File: config.mk
export PLATFORM = sky130hd
export DESIGN_NAME = menc_flat
export DESIGN_NICKNAME = d
export VERILOG_FILES = /design/src/rtl/menc_pkg.sv /design/src/rtl/menc_if.sv /design/src/rtl/menc_fifo.sv /design/src/rtl/menc.sv /design/src/flat_wrapper.sv
export SDC_FILE = /design/constraint.sdc
export NUM_CORES = 1
export LEC_CHECK = 0
export BUFFER_PORTS_ARGS = -buffer_cell sky130_fd_sc_hd__buf_4
export CAP_MARGIN = 20
export CORE_UTILIZATION = 57
export CTS_CLUSTER_DIAMETER = 120
export DETAILED_ROUTE_END_ITERATION = 10
export MAX_ROUTING_LAYER = met4
export PLACE_DENSITY = 0.79
export SETUP_SLACK_MARGIN = 0.2
export SLEW_MARGIN = 20
export SYNTH_ARGS = -nofsm -noshare
export SYNTH_HDL_FRONTEND = slang
export SYNTH_SLANG_ARGS = --single-unit
File: constraint.sdc
create_clock -name clk -period 3.5 [get_ports clk]
set_clock_uncertainty 0.15 [all_clocks]
set_input_delay 0.175 -clock clk [delete_from_list [all_inputs] [get_ports clk]]
set_output_delay 0.175 -clock clk [all_outputs]
set_load 0.01 [all_outputs]
File: src/rtl/menc_pkg.sv
// Shared definitions for the instruction-word format used by the encoder and the decoder.
package menc_pkg;

  // Class field: the top two bits of the instruction word.
  localparam int unsigned CLS_WIDTH = 2;

  localparam logic [CLS_WIDTH-1:0] CLS_BR  = 2'b00;
  localparam logic [CLS_WIDTH-1:0] CLS_ALU = 2'b01;
  localparam logic [CLS_WIDTH-1:0] CLS_MEM = 2'b10;
  localparam logic [CLS_WIDTH-1:0] CLS_ILL = 2'b11;

  // Branch target field starts at bit 0.
  localparam int unsigned BR_ADDR_LSB = 0;

  // Lowest bit of the class field for a given word width.
  function automatic int unsigned cls_lsb(input int unsigned instr_width);
    return instr_width - CLS_WIDTH;
  endfunction

endpackage

File: src/rtl/menc_if.sv
// Upstream (class + payload) and downstream (encoded word) handshakes of the encoder.
interface menc_if #(
  parameter int unsigned INSTR_WIDTH = 32
) ();

  logic                   in_valid;
  logic                   in_ready;
  logic [1:0]             in_cls;
  logic [INSTR_WIDTH-3:0] in_payload;
  logic                   out_valid;
  logic                   out_ready;
  logic [INSTR_WIDTH-1:0] out_ir;

  // Program source / decoder side.
  modport master (
    output in_valid, in_cls, in_payload, out_ready,
    input  in_ready, out_valid, out_ir
  );

  // Encoder side.
  modport slave (
    input  in_valid, in_cls, in_payload, out_ready,
    output in_ready, out_valid, out_ir
  );

endinterface

File: src/rtl/menc_fifo.sv
// Synchronous FIFO with flush; pointers carry one extra wrap bit to tell full from empty.
module menc_fifo #(
  parameter int unsigned WIDTH = 32,
  parameter int unsigned DEPTH = 4
) (
  input  logic                     clk,
  input  logic                     rst_n,
  input  logic                     flush,
  input  logic                     push,
  input  logic [WIDTH-1:0]         wdata,
  input  logic                     pop,
  output logic [WIDTH-1:0]         rdata,
  output logic                     full,
  output logic                     empty,
  output logic [$clog2(DEPTH):0]   level
);

  localparam int unsigned AW = $clog2(DEPTH);
  localparam int unsigned PW = AW + 1;

  logic [PW-1:0]    wr_q, wr_d, rd_q, rd_d;
  logic [WIDTH-1:0] mem_q [DEPTH];
  logic             push_en, pop_en;

  assign empty = (wr_q == rd_q);
  assign full  = (wr_q[PW-1] != rd_q[PW-1]) && (wr_q[AW-1:0] == rd_q[AW-1:0]);
  assign level = wr_q - rd_q;
  assign rdata = mem_q[rd_q[AW-1:0]];

  // Flush overrides both push and pop.
  assign push_en = push && !full && !flush;
  assign pop_en  = pop && !empty && !flush;

  // Next-state pointers.
  always_comb begin
    wr_d = wr_q;
    rd_d = rd_q;
    if (flush) begin
      wr_d = '0;
      rd_d = '0;
    end else begin
      if (push_en) wr_d = wr_q + 1'b1;
      if (pop_en)  rd_d = rd_q + 1'b1;
    end
  end

  // Pointer registers.
  always_ff @(posedge clk or negedge rst_n) begin
    if (!rst_n) begin
      wr_q <= '0;
      rd_q <= '0;
    end else begin
      wr_q <= wr_d;
      rd_q <= rd_d;
    end
  end

  // Storage; contents are meaningless while empty, so no reset.
  always_ff @(posedge clk) begin
    if (push_en) mem_q[wr_q[AW-1:0]] <= wdata;
  end

endmodule

File: src/rtl/menc.sv
// Instruction encoder: packs class + payload into a word, rejects class 11, queues words for issue.
module menc
  import menc_pkg::*;
#(
  parameter int unsigned INSTR_WIDTH = 32,
  parameter int unsigned ADDR_WIDTH  = 6,
  parameter int unsigned DEPTH       = 4,
  parameter int unsigned CNT_WIDTH   = 8
) (
  input  logic                   clk,
  input  logic                   rst_n,
  input  logic                   flush,
  menc_if.slave                  bus,
  output logic                   illegal,
  output logic [CNT_WIDTH-1:0]   illegal_cnt,
  output logic [$clog2(DEPTH):0] level
);

  localparam int unsigned CLS_LSB = cls_lsb(INSTR_WIDTH);

  logic [INSTR_WIDTH-1:0] enc;
  logic [INSTR_WIDTH-1:0] head;
  logic                   full, empty;
  logic                   xfer, push, ill_xfer;
  logic                   illegal_q;
  logic [CNT_WIDTH-1:0]   cnt_q, cnt_d;

  // in_ready is forced low while reset is held.
  assign bus.in_ready = rst_n && !full && !flush;
  assign xfer         = bus.in_valid && bus.in_ready;
  assign ill_xfer     = xfer && (bus.in_cls == CLS_ILL);
  assign push         = xfer && (bus.in_cls != CLS_ILL);

  // Word encoding; branches keep only the target field.
  always_comb begin
    enc = '0;
    unique case (bus.in_cls)
      CLS_BR: begin
        enc[CLS_LSB +: CLS_WIDTH]            = CLS_BR;
        enc[BR_ADDR_LSB +: ADDR_WIDTH]       = bus.in_payload[BR_ADDR_LSB +: ADDR_WIDTH];
      end
      CLS_ALU, CLS_MEM: begin
        enc[CLS_LSB +: CLS_WIDTH] = bus.in_cls;
        enc[CLS_LSB-1:0]          = bus.in_payload;
      end
      CLS_ILL: enc = '0;
    endcase
  end

  menc_fifo #(
    .WIDTH (INSTR_WIDTH),
    .DEPTH (DEPTH)
  ) u_fifo (
    .clk   (clk),
    .rst_n (rst_n),
    .flush (flush),
    .push  (push),
    .wdata (enc),
    .pop   (bus.out_ready),
    .rdata (head),
    .full  (full),
    .empty (empty),
    .level (level)
  );

  assign bus.out_valid = !empty;
  assign bus.out_ir    = empty ? '0 : head;

  // Saturating count of rejected transfers.
  always_comb begin
    cnt_d = cnt_q;
    if (ill_xfer && (cnt_q != {CNT_WIDTH{1'b1}})) cnt_d = cnt_q + 1'b1;
  end

  // Illegal pulse and counter registers.
  always_ff @(posedge clk or negedge rst_n) begin
    if (!rst_n) begin
      illegal_q <= 1'b0;
      cnt_q     <= '0;
    end else begin
      illegal_q <= ill_xfer;
      cnt_q     <= cnt_d;
    end
  end

  assign illegal     = illegal_q;
  assign illegal_cnt = cnt_q;

endmodule

File: src/flat_wrapper.sv
// flat-port wrapper written by rule: the top's interface ports become plain ports
module menc_flat import menc_pkg::*;
#(
  parameter int unsigned INSTR_WIDTH = 32,
  parameter int unsigned ADDR_WIDTH  = 6,
  parameter int unsigned DEPTH       = 4,
  parameter int unsigned CNT_WIDTH   = 8
)
  (clk, rst_n, flush, illegal, illegal_cnt, level, bus_in_valid, bus_in_cls, bus_in_payload, bus_out_ready, bus_in_ready, bus_out_valid, bus_out_ir);
  menc_if #(.INSTR_WIDTH(INSTR_WIDTH)) bus_i ();
  input  logic clk;
  input  logic rst_n;
  input  logic flush;
  output logic illegal;
  output logic [CNT_WIDTH-1:0] illegal_cnt;
  output logic [$clog2(DEPTH):0] level;
  input wire logic [$bits(bus_i.in_valid)-1:0] bus_in_valid;
  input wire logic [$bits(bus_i.in_cls)-1:0] bus_in_cls;
  input wire logic [$bits(bus_i.in_payload)-1:0] bus_in_payload;
  input wire logic [$bits(bus_i.out_ready)-1:0] bus_out_ready;
  output wire logic [$bits(bus_i.in_ready)-1:0] bus_in_ready;
  output wire logic [$bits(bus_i.out_valid)-1:0] bus_out_valid;
  output wire logic [$bits(bus_i.out_ir)-1:0] bus_out_ir;
  assign bus_i.in_valid = bus_in_valid;
  assign bus_i.in_cls = bus_in_cls;
  assign bus_i.in_payload = bus_in_payload;
  assign bus_i.out_ready = bus_out_ready;
  assign bus_in_ready = bus_i.in_ready;
  assign bus_out_valid = bus_i.out_valid;
  assign bus_out_ir = bus_i.out_ir;
  menc #(.INSTR_WIDTH(INSTR_WIDTH), .ADDR_WIDTH(ADDR_WIDTH), .DEPTH(DEPTH), .CNT_WIDTH(CNT_WIDTH)) u_core (.clk(clk), .rst_n(rst_n), .flush(flush), .bus(bus_i), .illegal(illegal), .illegal_cnt(illegal_cnt), .level(level));
endmodule
## Word-level counts from Yosys, hierarchy flattened

Memories as Yosys holds them, arrays and structs flattened.
Index checks and enable logic that the tools add are counted.

| cells by class | value |
|---|---|
| add/subtract/negate cells | 4 |
| multipliers | 0 |
| div/mod/pow operators | 0 |
| $lt $le $gt $ge | 0 |
| eq/ne operators | 8 |
| shifts and indexed selects | 0 |
| muxes and demuxes | 10 |
| bitwise logic cells | 0 |
| reductions and logical operators | 20 |

Operators by type and width:

| kind | count |
|---|---|
| two-way mux 32 bit | 1 |
| two-way mux 24 bit | 1 |
| two-way mux 3 bit | 4 |
| case mux 6 bit (2 select lines) | 1 |
| logical AND 1 bit | 11 |
| adder 8 x 1 -> 8 bit (second input constant) | 1 |
| != test 8 bit (second input constant) | 1 |
| adder 3 x 1 -> 3 bit (second input constant) | 2 |
| == test 2 bit (second input constant) | 2 |
| case mux 2 bit (2 select lines) | 1 |
| nonzero test 2 bit | 2 |
| OR reduction 2 bit | 2 |
| == test 3 bit | 1 |
| logical NOT 1 bit | 3 |
| OR reduction 3 bit | 1 |
| subtractor 3 bit | 1 |
| == test 2 x 1 -> 1 bit (second input constant) | 1 |
| == test 2 bit | 1 |
| logical NOT 2 bit | 1 |
| two-way mux 1 bit | 2 |
| != test 2 bit (second input constant) | 1 |
| != test 1 bit | 1 |

| storage, ports and cells | value |
|---|---|
| register bits | 15 |
| latch bits | 0 |
| memory bits (writable) | 128 |
| memory bits (read-only) | 0 |
| input port bits | 37 |
| output and inout port bits | 46 |
| word-level logic and storage cells | 47 |
| memories | 1 |

Memories:

| name | words | width | rd ports | clocked after Yosys merged registers in | wr ports | RTL line | RTL |
|---|---|---|---|---|---|---|---|
| u_core.u_fifo.mem_q | 4 | 32 | 1 | 0 | 1 | menc_fifo.sv:22 | `logic [WIDTH-1:0] mem_q [DEPTH];` |

## Logic depth before layout (Yosys ltp)

Gate-level depths: netlist of the first run.

| depth | value |
|---|---|
| word-level depth | 11 |
| gate-level depth with buffers | 9 |
| gate-level depth less buffers | 7 |

## Hierarchy

From an unflattened synthesis of the first run, not the netlist that was laid out.

| second synthesis, totals | value |
|---|---|
| cell total of the unflattened synthesis | 355 |
| area total of the unflattened synthesis | 6182.2 µm² |

By module, submodules not included:

| module | times used | cells each | area each (µm²) | seq. area each (µm²) |
|---|---|---|---|---|
| menc_fifo | 1 | 233 | 5187.5 | 3993.8 |
| menc | 1 | 122 | 994.7 | 225.2 |

## Worst setup path after synthesis of the first run

No wires, ideal clock.

| timing path | value |
|---|---|
| path kind | register -> register |
| start | reg u_core.u_fifo.rd_q[1] |
| end | mem u_core.u_fifo.mem_q[0][0] (enable) |
| library setup time | 0.392 ns |
| data arrival time | 2.562 ns |
| required time | 2.958 ns |
| setup slack | 0.396 ns |
| cell stages (with the launch flop) | 9 |
| path buffers | 2 |
| period minus slack after synthesis | 3.104 ns |
| cell sequence | dfrtp_1 -> buf_2 -> buf_1 -> inv_1 -> ha_1 -> nand2_1 -> nor2_1 -> nor2b_1 -> and2_1 |

| between the ends | value |
|---|---|
| cells in the longest elaborated chain, start to end | 11 |

RTL lines:

| element | RTL line | RTL |
|---|---|---|
| from (decl) | menc_fifo.sv:21 | `logic [PW-1:0] wr_q, wr_d, rd_q, rd_d;` |
| from (signal assigned) | menc_fifo.sv:54 | `rd_q <= rd_d;` |
| == test 2 bit * | menc_fifo.sv:26 | `assign full = (wr_q[PW-1] != rd_q[PW-1]) && (wr_q[AW-1:0] == rd_q[AW-1:0]);` |
| logical AND 1 bit * | menc_fifo.sv:26 |  |
| logical NOT 1 bit * | menc_fifo.sv:31, menc.sv:29 |  |
| logical AND 1 bit (2 in series) | menc.sv:29 | `assign bus.in_ready = rst_n && !full && !flush;` |
| logical AND 1 bit | menc.sv:30 | `assign xfer = bus.in_valid && bus.in_ready;` |
| logical AND 1 bit | menc.sv:32 | `assign push = xfer && (bus.in_cls != CLS_ILL);` |
| logical AND 1 bit * (2 in series) | menc_fifo.sv:31 | `assign push_en = push && !full && !flush;` |
| two-way mux 1 bit * | menc_fifo.sv:60 | `if (push_en) mem_q[wr_q[AW-1:0]] <= wdata;` |
| two-way mux 1 bit (implied by the code) * | menc_fifo.sv:60 |  |
| to (decl) | menc_fifo.sv:22 |  |

Every way passes the cells marked *; elsewhere a longest branch is shown, timed or not.

## Worst setup path after layout of the first run

| timing path | value |
|---|---|
| start | reg u_core.u_fifo.wr_q[0] |
| end | out bus_out_ir[27] |

| between the ends | value |
|---|---|
| cells in the longest elaborated chain, start to end | 2 |

RTL lines:

| element | RTL line | RTL |
|---|---|---|
| from (decl) | menc_fifo.sv:21 |  |
| from (signal assigned) | menc_fifo.sv:53 | `wr_q <= wr_d;` |
| == test 3 bit | menc_fifo.sv:25 | `assign empty = (wr_q == rd_q);` |
| two-way mux 32 bit | menc.sv:67 | `assign bus.out_ir = empty ? '0 : head;` |
| to (decl) | flat_wrapper.sv:23 | `output wire logic [$bits(bus_i.out_ir)-1:0] bus_out_ir;` |

No other way between the ends.

==> results of run 1 <==
-- kinds of logic (layout without fill, tap and decap cells) --
group | count (synthesis) | count (layout) | share of synthesized area [%]
AOI/OAI and AO/OA | 10 | 10 | 1.22
xor gates and xnor gates | 11 | 11 | 1.74
and+or+nand+nor | 91 | 91 | 9.42
muxes | 35 | 35 | 12.6
adders and majority gates | 12 | 12 | 2.64
DFF | 143 | 143 | 70.7
buffers and inverters | 24 | 167 | 1.68
-- cells in the mapped netlist (all sizes together) (4+ instances only) --
master	n	area [um^2]
buf	7	36.3
clkbuf	7	26.3
dfrtp	15	375
edfxtp	128	3840
ha	11	138
inv	10	37.5
mux4	32	721
nand2	4	15.0
nor2	8	32.5
nor2b	63	394
xor2	9	78.8
-- placed cells by master, fill, tap and decap left out, drive strengths merged, types with 3 or more instances in the layout --
cell type and n:
edfxtp 128, buf 88, nor2b 63, dlygate4sd3 38
mux4 32, clkbuf 17, dfrtp 15, ha 11
inv 11, xor2 9, nor2 8, clkinv 6
clkinvlp 5, nand2 4, and2 3, o211ai 3
nor4 3, a21oi 3
-- worst paths after layout --
check                                                  start                                    to
max                        u_core.u_fifo.wr_q[0]$_DFFE_PN0P_                        bus_out_ir[27]
min reg2reg                u_core.illegal_cnt[0]$_DFFE_PN0P_     u_core.illegal_cnt[0]$_DFFE_PN0P_
max reg2reg                u_core.u_fifo.wr_q[0]$_DFFE_PN0P_  u_core.u_fifo.mem_q[0][13]$_DFFE_PP_
min                                             bus_in_valid     u_core.u_fifo.wr_q[1]$_DFFE_PN0P_
min in group asynchronous                              rst_n     u_core.u_fifo.wr_q[2]$_DFFE_PN0P_
max in group asynchronous                              rst_n     u_core.u_fifo.rd_q[0]$_DFFE_PN0P_
-- registers in the layout, summed over array words and instances, names as in the netlist --
name / count
u_core.illegal_cnt: 8
u_core.u_fifo.mem_q: 128
u_core.u_fifo.wr_q: 3
u_core.u_fifo.rd_q: 3
u_core.illegal: 1
-- power by group --
| group | internal [mW] | switching, mW | leakage [nW] | total, mW |
|---|---|---|---|---|
| clock network | 1.01 | 0.662 | 0.257 | 1.67 |
| registers | 1.91 | 0.0258 | 1.37 | 1.93 |
| logic | 0.344 | 0.326 | 1.21 | 0.670 |
-- through the flow --
step / total power, mW / hold WS, ps
final: 4.27 / 65.9
after global routing: 4.42 / 62.1
after CTS: 4.30 / 45.6
after detailed placement: 2.60 / -97.9
after global placement: 2.59 / -102
after floorplan: 2.34 / -271
-- area by class of cell --
type                       instances  area [um^2]  area share [%]
sequential                       143         4220            54.8
multi-input combinational        159         1660            21.6
timing repair buffer             126         1050            13.7
clock buffer                      17          414            5.38
tap                              133          166            2.16
clock inverter                    14          145            1.89
inverter                          10         37.5           0.488
-- metal layers --
| layer | wire length, um | GRT usage, % |
|---|---|---|
| met5 | 0 | - |
| met1 | 4880 | 28.5 |
| met4 | 173 | 8.47 |
| met3 | 452 | 5.64 |
| met2 | 5950 | 38.1 |
-- timing repair --
action / 4_1_cts / 5_1_grt
setup endpoints to repair: 0 / 0
endpoints found under the hold margin: 149 / 0
hold buffers: 38 / 0
-- critical path: stages (launching register included) --
cell and delay [ps]:
dfrtp_1 420, inv_1 110, ha_1 330, nand2_1 220, nor2_4 710, nor2b_1 160
buf_4 190
==> results.toml, run 1 <==
[run_status]
outcome = "completed"

[place]
place.gp.congestion = 0.805
dp_cells = 533
port_buffers = 82
place_worst_setup_slack_ps = 678
dpl.hpwl_um = 6380
dpl_cell_area_mm2 = 0.00676

[finish]
area_growth_pct = 29.0
final_cell_count_no_fill = 602
diodes = 0
final_core_utilization_pct = 77.3
nFillCells = 532
drive_gt1_share_pct = 34.5
num-nets-final = 506
postLayoutCellArea_mm2 = 0.00770

[drt]
drt_wl_total_um = 11500
drtIter0Drc = 169
routed_via_density = 5.45
dr.pass1.iters = 4
antenna_left = 0
vias = 3278
routedWlPerCell_um = 19.0
drc = 0

[grt]
grt_pass1_wl_um = 18100
grt_start_max_net_pins = 36
grt_pass1_vias = 3501
grt.total_usage_pct = 23.3
gr-total-overflow = 0
antenna_found_initial = 0

[clocking]
postCtsSetupBuffers = 0
cts_max_level = 4
cts-resized-gates = 0
clock_latency_ps = 510
cts_buffers = 17
cts_tree = "yes"
cts_buffer_depth = 2
numClockSinks = 143
root_buffer = "clkbuf_8"
clk_pin_slew_ps = 60

[die]
rows = 36
start_util_pct = 59.9
die-height_um = 104
dieArea_mm2 = 0.0109
io_pins = 83
dieWidth_um = 104
core_area_mm2 = 0.00995

[setup_path]
r2r_cells = 7
path_class = "register to output port"
reg2reg_slack_ps = 630
worstPathMaxFanout = 33
cp-end-kind = "output port"
required_ps = 3170
start_kind = "register"
worst_ep_arrival_time_ps = 2650

[power]
power_density_mw_per_mm2 = 555
peakVddDrop_mv = 0.368
p_leak_nw = 2.84

[worst_hold_path]
hold_depth = 4
hp-class = "input pin to register"

[yosys]
async_flop_share_pct = 10.5
synth-seq-cells = 143
syn_inst = 326
synth-main-ff-cell = "edfxtp_1"
synthesis.nets = 375
yosys_warnings = 0
yosysSeqAreaShare_pct = 70.7
synthDistinctLibCells = 36
synth_area_mm2 = 0.00597
avgSynthCellArea_um2 = 18.3
synth-edff-count = 128

[timing]
fin_setup_tns_ps = 0
rsz0062_at_grt = "false"
fmax_ghz = 0.336
layout_min_cycle_time_ps = 2970
min_period_over_period_pct = 84.9
hold_violations = 0
worst_slack_ps = 528
maxSlewHeadroom_pct = 30.3
slew_viol_final = 0
finalSetupViolCount = 0
worstMarginPinSlew_ps = 1050

[flow_run]
maxCapViolCount = 0
Power figures use the tool's default switching activity.
==> run 2: changes to the inputs <==
--- a/config.mk
+++ b/config.mk
@@ -5,13 +5,14 @@
 export SDC_FILE = /design/constraint.sdc
 export NUM_CORES = 1
 export LEC_CHECK = 0
+export ABC_AREA = 1
 export BUFFER_PORTS_ARGS = -buffer_cell sky130_fd_sc_hd__buf_4
 export CAP_MARGIN = 20
-export CORE_UTILIZATION = 57
+export CORE_UTILIZATION = 58
 export CTS_CLUSTER_DIAMETER = 120
 export DETAILED_ROUTE_END_ITERATION = 10
 export MAX_ROUTING_LAYER = met4
-export PLACE_DENSITY = 0.79
+export PLACE_DENSITY = 0.8
 export SETUP_SLACK_MARGIN = 0.2
 export SLEW_MARGIN = 20
 export SYNTH_ARGS = -nofsm -noshare
==> constraint.sdc (replaced) <==
create_clock -name clk -period 2.9 [get_ports clk]
set_clock_uncertainty 0.15 [all_clocks]
set_input_delay 0.145 -clock clk [delete_from_list [all_inputs] [get_ports clk]]
set_output_delay 0.145 -clock clk [all_outputs]
set_load 0.01 [all_outputs]
==> results.toml, run 2 <==
[run_status]
outcome = "completed"

[clocking]
cts_buffers = 17
cts_tree = "yes"
clk_pin_slew_ps = 70
clock_latency_ps = 510
cts_max_level = 4
cts_buffer_depth = 2
root_buffer = "clkbuf_8"
postCtsSetupBuffers = 0
numClockSinks = 143

[timing]
hold_ws_ps = 367
layout_min_cycle_time_ps = 2610
fmax_ghz = 0.383
worst_slack_ps = 288
maxSlewHeadroom_pct = 30.9
min_period_over_period_pct = 90.1
rsz0062_at_grt = "true"
slew_viol_final = 0
fin_setup_tns_ps = 0
finalSetupViolCount = 0
hold_violations = 0
worstMarginPinSlew_ps = 1040

[die]
dieWidth_um = 107
start_util_pct = 59.5
die-height_um = 107
core_area_mm2 = 0.0108
dieArea_mm2 = 0.0115
io_pins = 83
rows = 38

[drt]
m1WireLength_um = 5840
drtIter0Drc = 368
wl_met2_um = 7210
vias = 4514
wl_met3_um = 663
routed_via_density = 5.32
dr.pass1.iters = 4
drc = 0
routedWlPerCell_um = 16.3
drt_wl_total_um = 13900
highest_layer = "met4"
antenna_left = 0

[yosys]
synth_area_leaders = "edfxtp_1 (60%), nor2_1 (9.6%), dfrtp_1 (5.8%)"
synthesis.nets = 624
yosys_warnings = 0
synthDistinctLibCells = 29
synth_area_leader_cell = "edfxtp_1"
async_flop_share_pct = 10.5
syn_inst = 575
synth_common_cells = "nor2_1 (165), edfxtp_1 (128), o21ai_0 (65)"
synth_area_mm2 = 0.00642
synth_top_area_share_pct = 59.9
synth_most_common_cell = "nor2_1"
avgSynthCellArea_um2 = 11.2
synth-seq-cells = 143
synth-main-ff-cell = "edfxtp_1"
synth-edff-count = 128
yosysSeqAreaShare_pct = 65.7

[power]
p_leak_nw = 3.34
peakVddDrop_mv = 0.428
p_total_mw = 5.18
power_density_mw_per_mm2 = 635

[finish]
mostFrequentLayoutCell = "nor2_1"
postLayoutCellArea_mm2 = 0.00815
nFillCells = 675
num-nets-final = 745
area_growth_pct = 27.0
layout_common_cells = "nor2_1 (161), edfxtp_1 (128), buf_4 (88)"
final_cell_count_no_fill = 849
diodes = 0
final_core_utilization_pct = 75.5
drive_gt1_share_pct = 22.1
largest_reg_flops = 128

[grt]
gr-total-overflow = 0
grt.total_usage_pct = 26.2
grt_pass1_wl_um = 21900
antenna_found_initial = 0
grt_pass1_vias = 4600
grt_start_max_net_pins = 66

[place]
dpl_cell_area_mm2 = 0.00717
place.gp.congestion = 0.799
place_worst_setup_slack_ps = 389
port_buffers = 82
dp_cells = 779
dpl.hpwl_um = 8340

[worst_hold_path]
hp-class = "input pin to register"

[setup_path]
start_kind = "register"
worstPathMaxFanout = 65
path_class = "register to output port"
required_ps = 2610
worst_ep_arrival_time_ps = 2320
cp-end-kind = "output port"

[flow_run]
maxCapViolCount = 0
## run 2: changes by cell type after synthesis, sizes merged, moves of 8 or more
cell,delta
nand2,+22
o21ai,+65
mux4,-32
inv,+50
nand3,+18
nor2,+160
nor2b,-63
a21oi,+31
buf,+10
o21bai,+8
## run 2: critical path, stage by stage (launching register included)
cell     delay (ps)
dfrtp_2         390
buf_4           560
nor2_1          110
nor2_1          140
o21ai_0         120
a21oi_1         280
buf_4           180
## run 2: logic make-up after synthesis
kind of cell / count (synthesis) / share of synthesized area (%)
AND/OR/NAND/NOR: 216 / 15.0
adder cells (fa/ha/maj): 12 / 2.46
AO/OA/AOI/OAI: 109 / 9.51
buffers and inverters: 88 / 6.32
XOR/XNOR: 7 / 0.955
flip-flops: 143 / 65.7
## run 2: power by group
part           switching [mW]  leakage [nW]  total, mW  internal (mW)
Combinational           0.435          1.71      0.716          0.281
Clock                   0.848         0.291       2.17           1.32
Sequential            0.00893          1.34       2.29           2.28
Total                    1.29          3.34       5.18           3.89
## run 2: worst paths after layout
| check | start | end | slack, ps | depth (start not counted) |
|---|---|---|---|---|
| setup / recovery | u_core.u_fifo.rd_q[0]$_DFFE_PN0P_ | bus_out_ir[18] | 290 | 6 |
| hold / removal | bus_in_valid | u_core.illegal$_DFF_PN0_ | 370 | 4 |
| setup reg to reg | u_core.u_fifo.wr_q[0]$_DFFE_PN0P_ | u_core.u_fifo.mem_q[2][9]$_DFFE_PP_ | 390 | 8 |
| hold reg to reg | u_core.u_fifo.wr_q[0]$_DFFE_PN0P_ | u_core.u_fifo.wr_q[0]$_DFFE_PN0P_ | 420 | 1 |
| max in group asynchronous | rst_n | u_core.u_fifo.rd_q[0]$_DFFE_PN0P_ | 1490 | 3 |
| min in group asynchronous | rst_n | u_core.illegal_cnt[7]$_DFFE_PN0P_ | 620 | 3 |
## run 2: area by class of cell
type	count	area, um^2	area share [%]
sequential	143	4220	51.8
multi-input combinational	344	1820	22.4
timing repair buffer	129	1100	13.5
clock buffer	18	418	5.13
inverter	61	236	2.90
clock inverter	14	178	2.18
tap	140	175	2.15
## run 2: repair_timing
action,in CTS,in global routing
resized for setup,0,2
endpoints found under the hold margin,158,0
endpoints found under the setup margin,0,20
hold buffers,38,0
## run 2: per-layer routing
metal / track usage, % / vias up
met4: 7.93 / 0
met2: 43.6 / 152
met1: 32.1 / 2178
li1: - / 2170
met3: 5.78 / 14
met5: - / -
==> run 3: changes to the inputs <==
--- a/config.mk
+++ b/config.mk
@@ -5,15 +5,14 @@
 export SDC_FILE = /design/constraint.sdc
 export NUM_CORES = 1
 export LEC_CHECK = 0
-export ABC_AREA = 1
 export BUFFER_PORTS_ARGS = -buffer_cell sky130_fd_sc_hd__buf_4
 export CAP_MARGIN = 20
-export CORE_UTILIZATION = 58
+export CORE_UTILIZATION = 57
 export CTS_CLUSTER_DIAMETER = 120
 export DETAILED_ROUTE_END_ITERATION = 10
+export HOLD_SLACK_MARGIN = 0.02
 export MAX_ROUTING_LAYER = met4
-export PLACE_DENSITY = 0.8
-export SETUP_SLACK_MARGIN = 0.2
+export PLACE_DENSITY = 0.79
 export SLEW_MARGIN = 20
 export SYNTH_ARGS = -nofsm -noshare
 export SYNTH_HDL_FRONTEND = slang
==> results.toml, run 3 (synthesis gave the netlist of run 1 again) <==
[power]
peakVddDrop_mv = 0.576
pwr-share-seq_pct = 43.2
clkPwrFrac_pct = 40.7
p_leak_nw = 2.93
p_sw_mw = 1.25
p_int_mw = 4.15
power_density_mw_per_mm2 = 689
pwr-share-comb_pct = 16.1
swShare_pct = 23.2
p_total_mw = 5.41

[clocking]
clk_pin_slew_ps = 60
cts_buffer_depth = 2
numClockSinks = 143
root_buffer = "clkbuf_8"
cts_buffers = 17
cts_max_level = 4
cts_tree = "yes"
clock_latency_ps = 510

[drt]
drtIter0Drc = 211
antenna_left = 0
drc = 0
dr.pass1.iters = 4
routedWlPerCell_um = 20.1
vias = 3347
routed_via_density = 5.46
drt_wl_total_um = 12300

[place]
place_worst_setup_slack_ps = 467
dpl_cell_area_mm2 = 0.00681
place.gp.congestion = 0.820
dpl.hpwl_um = 6910
port_buffers = 82

[grt]
grt_pass1_wl_um = 19000
gr-total-overflow = 0
grt_start_max_net_pins = 36
grt.total_usage_pct = 24.7
antenna_found_initial = 0
grt_pass1_vias = 3554

[finish]
layout_common_cells = "edfxtp_1 (128), buf_4 (95), nor2b_1 (63)"
num-nets-final = 516
postLayoutCellArea_mm2 = 0.00785
largest_reg_flops = 128
drive_gt1_share_pct = 36.3
mostFrequentLayoutCell = "edfxtp_1"
area_growth_pct = 31.5
diodes = 0

[timing]
layout_min_cycle_time_ps = 2720
slew_viol_final = 0
hold_ws_ps = 257
worst_slack_ps = 183
worstMarginPinSlew_ps = 708
hold_violations = 0
fmax_ghz = 0.368
maxSlewHeadroom_pct = 52.6
fin_setup_tns_ps = 0
rsz0062_at_grt = "false"
min_period_over_period_pct = 93.7
finalSetupViolCount = 0

[die]
dieWidth_um = 104
io_pins = 83
rows = 36
dieArea_mm2 = 0.0109
start_util_pct = 59.9
die-height_um = 104
core_area_mm2 = 0.00995

[setup_path]
path_class = "register to output port"
worst_ep_arrival_time_ps = 2420
worstPathMaxFanout = 18
cp-end-kind = "output port"
start_kind = "register"
required_ps = 2610
reg2reg_slack_ps = 450

[flow_run]
maxCapViolCount = 0

[worst_hold_path]
hp-class = "input pin to register"

[run_status]
outcome = "completed"
==> run 3: changes by cell type in the layout (fill, tap and decap cells not counted), sizes merged, moves of 7 or more <==
cell / previous run / this run
nor2: 168 / 8
o21ai: 67 / 2
nor2b: 0 / 63
inv: 64 / 11
mux4: 0 / 32
a21oi: 34 / 3
nand2: 26 / 4
nand3: 20 / 2
o21bai: 8 / 0
buf: 91 / 98
==> run 3: final cells by class <==
| class | count | area, um^2 |
|---|---|---|
| clock inverters | 15 | 194 |
| repair buffers | 136 | 1150 |
| inverters | 10 | 37.5 |
| well taps | 133 | 166 |
| flip-flops and latches | 143 | 4220 |
| multi-input cells | 159 | 1660 |
| clock buffers | 17 | 414 |
| fillers | 523 | 2110 |
==> run 3: layer usage <==
metal,vias up,routed length (um),global-route usage [%]
met5,-,0,-
met4,0,71,8.47
met3,6,586,5.70
met2,115,6740,40.0
met1,1701,4920,30.8
li1,1525,-,-
==> run 3: final timing paths <==
path	start	endpoint	depth (start not counted)
max	u_core.u_fifo.wr_q[0]$_DFFE_PN0P_	bus_out_ir[3]	8
min	flush	u_core.u_fifo.rd_q[1]$_DFFE_PN0P_	3
max reg2reg	u_core.u_fifo.wr_q[0]$_DFFE_PN0P_	u_core.u_fifo.rd_q[0]$_DFFE_PN0P_	8
min reg2reg	u_core.illegal_cnt[7]$_DFFE_PN0P_	u_core.illegal_cnt[7]$_DFFE_PN0P_	1
max in group asynchronous	rst_n	u_core.u_fifo.rd_q[0]$_DFFE_PN0P_	3
min in group asynchronous	rst_n	u_core.u_fifo.wr_q[0]$_DFFE_PN0P_	3
==> run 3: power groups by stage <==
| stage | clock network [mW] | registers [mW] | logic (mW) |
|---|---|---|---|
| 2_1_floorplan | 0 | 2.38 | 0.440 |
| 3_5_place_dp | 0 | 2.38 | 0.784 |
| 5_1_grt | 2.34 | 2.34 | 0.937 |
| 4_1_cts | 2.23 | 2.34 | 0.833 |
| 3_3_place_gp | 0 | 2.37 | 0.768 |
| 6_report | 2.20 | 2.34 | 0.870 |
==> run 3: critical path, stage by stage, from the launching register on <==
cell     delay, ps
dfrtp_1        430
inv_1          110
ha_1           310
nand2_1         70
buf_4          170
nor2_4         270
buf_4          300
nor2b_1        100
buf_4          150
==> run 3: stage by stage <==
step,utilization (%),instances
CTS,78.4,607
finish,78.8,613
floorplan,-,326
global placement,68.4,537
detailed placement,68.4,537
global route,78.8,613
==> run 3: what timing repair did <==
| action | 4_1_cts | 5_1_grt |
|---|---|---|
| setup endpoints to repair | 0 | 18 |
| setup buffers | 0 | 6 |
| gates resized for setup | 0 | 0 |
| hold endpoints to repair | 149 | 0 |
| hold buffers | 38 | 0 |
